## src/rtl/core_bus_bridge.sv

```systemverilog
// Valid/ready bus responder for a peripheral core register block: one-hot strobes and registered irq.
// Optional CORE_BUS_BRIDGE_READ_PIPE_EN adds a WAIT state so read data is sampled one cycle after the strobe.
module core_bus_bridge #(
    parameter int unsigned REGS   = 3,
    parameter int unsigned ADDR_W = 4
) (
    input  logic                 clk,
    input  logic                 reset_n,
    input  logic                 req_valid,
    output logic                 req_ready,
    input  logic                 req_write,
    input  logic [ADDR_W-1:0]    req_addr,
    input  logic [31:0]          req_wdata,
    output logic                 rsp_valid,
    input  logic                 rsp_ready,
    output logic [31:0]          rsp_rdata,
    output logic                 rsp_err,
    output logic [31:0]          core_data_in,
    output logic [REGS-1:0]      core_write_en,
    output logic [REGS-1:0]      core_read_en,
    input  logic [32*REGS-1:0]   core_data_out,
    input  logic                 core_irq,
    output logic                 irq_out
);

    typedef enum logic [1:0] {StIdle, StAccess, StWait, StResp} state_e;

    state_e              state_q, state_d;
    logic                write_q;
    logic [ADDR_W-1:0]   addr_q;
    logic                in_range;
    logic                capture;
    logic                sample_rd;
    logic [31:0]         rd_word;

    // Full-width compare so upper address bits never alias onto valid registers.
    assign in_range  = 32'(req_addr) < REGS;
    assign req_ready = (state_q == StIdle);
    assign rsp_valid = (state_q == StResp);
    assign capture   = req_ready && req_valid;

`ifdef CORE_BUS_BRIDGE_READ_PIPE_EN
    assign sample_rd = (state_q == StWait) && !write_q;
`else
    assign sample_rd = (state_q == StAccess) && !write_q;
`endif

    always_comb begin
        rd_word = '0;
        for (int unsigned i = 0; i < REGS; i++) begin
            if (32'(addr_q) == i) rd_word = core_data_out[32*i +: 32];
        end
    end

    always_comb begin
        core_write_en = '0;
        core_read_en  = '0;
        if (state_q == StAccess) begin
            for (int unsigned i = 0; i < REGS; i++) begin
                if (32'(addr_q) == i) begin
                    core_write_en[i] = write_q;
                    core_read_en[i]  = !write_q;
                end
            end
        end
    end

    always_comb begin
        state_d = state_q;
        case (state_q)
            StIdle: begin
                if (req_valid) state_d = in_range ? StAccess : StResp;
            end
`ifdef CORE_BUS_BRIDGE_READ_PIPE_EN
            StAccess: state_d = StWait;
            StWait:   state_d = StResp;
`else
            StAccess: state_d = StResp;
`endif
            StResp: begin
                if (rsp_ready) state_d = StIdle;
            end
            default: state_d = StIdle;
        endcase
    end

    always_ff @(posedge clk or negedge reset_n) begin
        if (!reset_n) begin
            state_q      <= StIdle;
            write_q      <= 1'b0;
            addr_q       <= '0;
            core_data_in <= '0;
            rsp_rdata    <= '0;
            rsp_err      <= 1'b0;
            irq_out      <= 1'b0;
        end else begin
            state_q <= state_d;
            irq_out <= core_irq;
            if (capture) begin
                write_q      <= req_write;
                addr_q       <= req_addr;
                core_data_in <= req_wdata;
                rsp_rdata    <= '0;
                rsp_err      <= !in_range;
            end else if (sample_rd) begin
                rsp_rdata <= rd_word;
            end
        end
    end

endmodule

```

## config.mk

```make
export PLATFORM = sky130hd
export DESIGN_NAME = core_bus_bridge
export DESIGN_NICKNAME = d
export VERILOG_FILES = /design/src/rtl/core_bus_bridge.sv
export SDC_FILE = /design/constraint.sdc
export NUM_CORES = 1
export LEC_CHECK = 0
export CAP_MARGIN = 40
export CORE_MARGIN = 2
export CORE_UTILIZATION = 35
export DETAILED_ROUTE_END_ITERATION = 12
export PLACE_DENSITY = 0.76
export SYNTH_ARGS = -nofsm -noshare
export SYNTH_HDL_FRONTEND = slang
export SYNTH_SLANG_ARGS = --single-unit
```

## constraint.sdc

```tcl
create_clock -name clk -period 4.71 [get_ports clk]
set_clock_uncertainty 0.15 [all_clocks]
set_input_delay 0.942 -clock clk [delete_from_list [all_inputs] [get_ports clk]]
set_output_delay 0.942 -clock clk [all_outputs]
set_load 0.05 [all_outputs]
```

==> impl_metrics.ini <==
[route]
drt-total-wl_um = 11100
first_iter_violations = 149
drc_errors = 0
firstDrtPassIters = 4
viasPerCell = 5.11
drt-wirelength-per-cell_um = 17.7
ant_nets = 0
via_count = 3223

[yosys]
synth-seq-cells = 73
syn_avg_cell_area_um2 = 12.1
synth_cell_types = 26
ys_seq_area_frac = 0.522
syn_area_um2 = 3500
syn_nets = 427
synthCells = 289
ys.warnings.count = 0

[global_route]
grt_pass1_vias = 3510
gr-usage-all-layers = 0.214
antenna_found_initial = 0
grt_max_degree = 49
grt_pass1_wl_um = 18300
grt.overflow.total = 0

[critical_path]
cp-end-kind = primary output
crit_fanout = 18
critPathKind = flip-flop to primary output
start_kind = flip-flop
worstPathRequired_ns = 3.62
arrival_ns = 2.50

[clock_network]
cts_buffer_depth = 2
cts_tree = built
ctsResizeCount = 0
cts.htree.levels = 3
cts_hold_buf = 0
cts-root-buf = clkbuf_8
postCtsSetupBuffers = 0
cts_made_buffers = 9
clock_insertion_delay_worst_skew_ns = 0.35
path_clk_slew_ns = 0.08
cts.sinks = 73

[layout]
fillers = 844
syn_to_final_growth_pct = 70.0
multi_input_area_um2 = 1540
layout.nets = 632
seq_area_um2 = 1830
diodes = 0
drive_gt1_frac = 0.135

[floorplanning]
fp-row-count = 36
die_y_um = 104
die_area_um2 = 10800
initial_core_util = 0.359
io_pins = 212
core_area_um2 = 9730
fp.dieW_um = 104

[timing]
max_freq_mhz = 278
rsz0062_at_grt = false
setup_violations = 0
tns_ns = 0
final-max-slew-violation-count = 0
worst_pin_slew_ns = 0.773
fin_crit_sh = 0.763
hold_viol = 0
period_minus_slack_ns = 3.59
setup_ws_ns = 1.12
slew_headroom = 0.477

[placement]
gp_congestion = 0.849
port-buffer-count = 211
dpl.hpwl_um = 8320
post-place-ws_ns = 1.50

[hold_path]
min_path_type = flip-flop to flip-flop

[power]
power.density_nw_per_um2 = 734
ir_worst_vdd_v = 0.000474
leakagePower_nw = 2.30

[run]
max-cap-violations = 0

[run_status]
outcome = finished, final reports clean
## per-stage QoR
| stage | area (um2) | power (mW) | instances | hold slack (ns) | util |
|---|---|---|---|---|---|
| 2_1_floorplan | 3500 | 2.93 | 289 | 0.372 | - |
| 3_3_place_gp | 5700 | 3.83 | 614 | 0.324 | 0.586 |
| 3_5_place_dp | 5760 | 3.91 | 616 | 0.330 | 0.592 |
| 4_1_cts | 5940 | 4.41 | 631 | 0.348 | 0.611 |
| 5_1_grt | 5940 | 4.60 | 631 | 0.361 | 0.611 |
| 6_report | 5940 | 4.36 | 631 | 0.343 | 0.611 |
## worst paths after layout
kind,from,endpoint,slack (ns),cells past startpoint
hold reg to reg,rsp_rdata[26],rsp_rdata[26],0.34,1
min in group asynchronous,reset_n,core_data_in[19],0.36,1
max in group asynchronous,reset_n,rsp_rdata[13],3.50,2
setup reg to reg,addr_q[1],rsp_rdata[19],2.62,4
hold / removal,rsp_rdata[26],rsp_rdata[26],0.34,1
setup / recovery,addr_q[0],core_read_en[0],1.12,3
## worst max-delay path, cell delays in order (launching register included)
cell and delay, ns:
dfrtp_1 0.63, or2_2 0.41, nor4_1 0.25, clkdlybuf4s50_1 0.86
## cells by family after synthesis
kind of cell | after synthesis | share of synthesized area
buf+inv | 26 | 0.0397
compound gates | 69 | 0.181
flops | 73 | 0.522
simple gates | 84 | 0.137
mux | 37 | 0.119
## synthesized netlist by cell type (all sizes together)
master	n	share of area
mux2	37	0.12
nor2	35	0.038
buf	14	0.027
and2	1	0.0018
and2b	1	0.0021
nor4	2	0.0036
or3b	1	0.0032
nor2b	3	0.0054
nand3b	1	0.0021
nand2b	33	0.059
a211oi	1	0.0021
nor4b	3	0.012
o2bb2ai	32	0.080
a2111oi	1	0.0025
a21o	1	0.0021
dfrtp	73	0.52
or2	1	0.0018
clkbuf	12	0.013
a32o	32	0.092
or2b	1	0.0021
nor3b	1	0.0021
a21oi	2	0.0029
nor3	1	0.0047
## where the power goes
group | leakage [nW] | internal [mW] | switching [mW]
Sequential | 0.920 | 0.938 | 0.248
Combinational | 1.29 | 1.03 | 1.66
Clock | 0.0937 | 0.258 | 0.224
## final cells by class
cell class / instances / area share
Clock buffer: 13 / 0.0250
Multi-Input combinational cell: 190 / 0.259
Tap cell: 133 / 0.0280
Sequential cell: 73 / 0.307
Timing Repair Buffer: 220 / 0.374
Clock inverter: 2 / 0.00652
## state kept, by name (all words and copies together) (netlist names)
name / count
state_q: 2
rsp_rdata: 32
core_data_in: 32
rsp_err: 1
irq_out: 1
write_q: 1
addr_q: 4
## cell usage in the layout, fill, tap and decap left out, types with 2 or more instances in the layout
master           count
dfrtp_1             73
nor4b_1              2
clkbuf_8            10
a21oi_1              2
nor2b_1              2
clkbuf_1             3
nor4_1               2
nand2b_1            33
nor2_1              35
a32o_1              32
clkdlybuf4s50_1    208
buf_16               2
buf_4                9
mux2_2              37
o2bb2ai_1           32
## layer usage
layer / routed length [um] / vias up / part of all wire / track usage
li1: - / 1485 / - / -
met5: 0 / - / 0 / 0
met2: 5220 / 182 / 0.47 / 0.340
met3: 1400 / 17 / 0.13 / 0.102
met1: 4300 / 1539 / 0.39 / 0.252
met4: 217 / 0 / 0.019 / 0.0782
(Power assumes the default switching activity.)
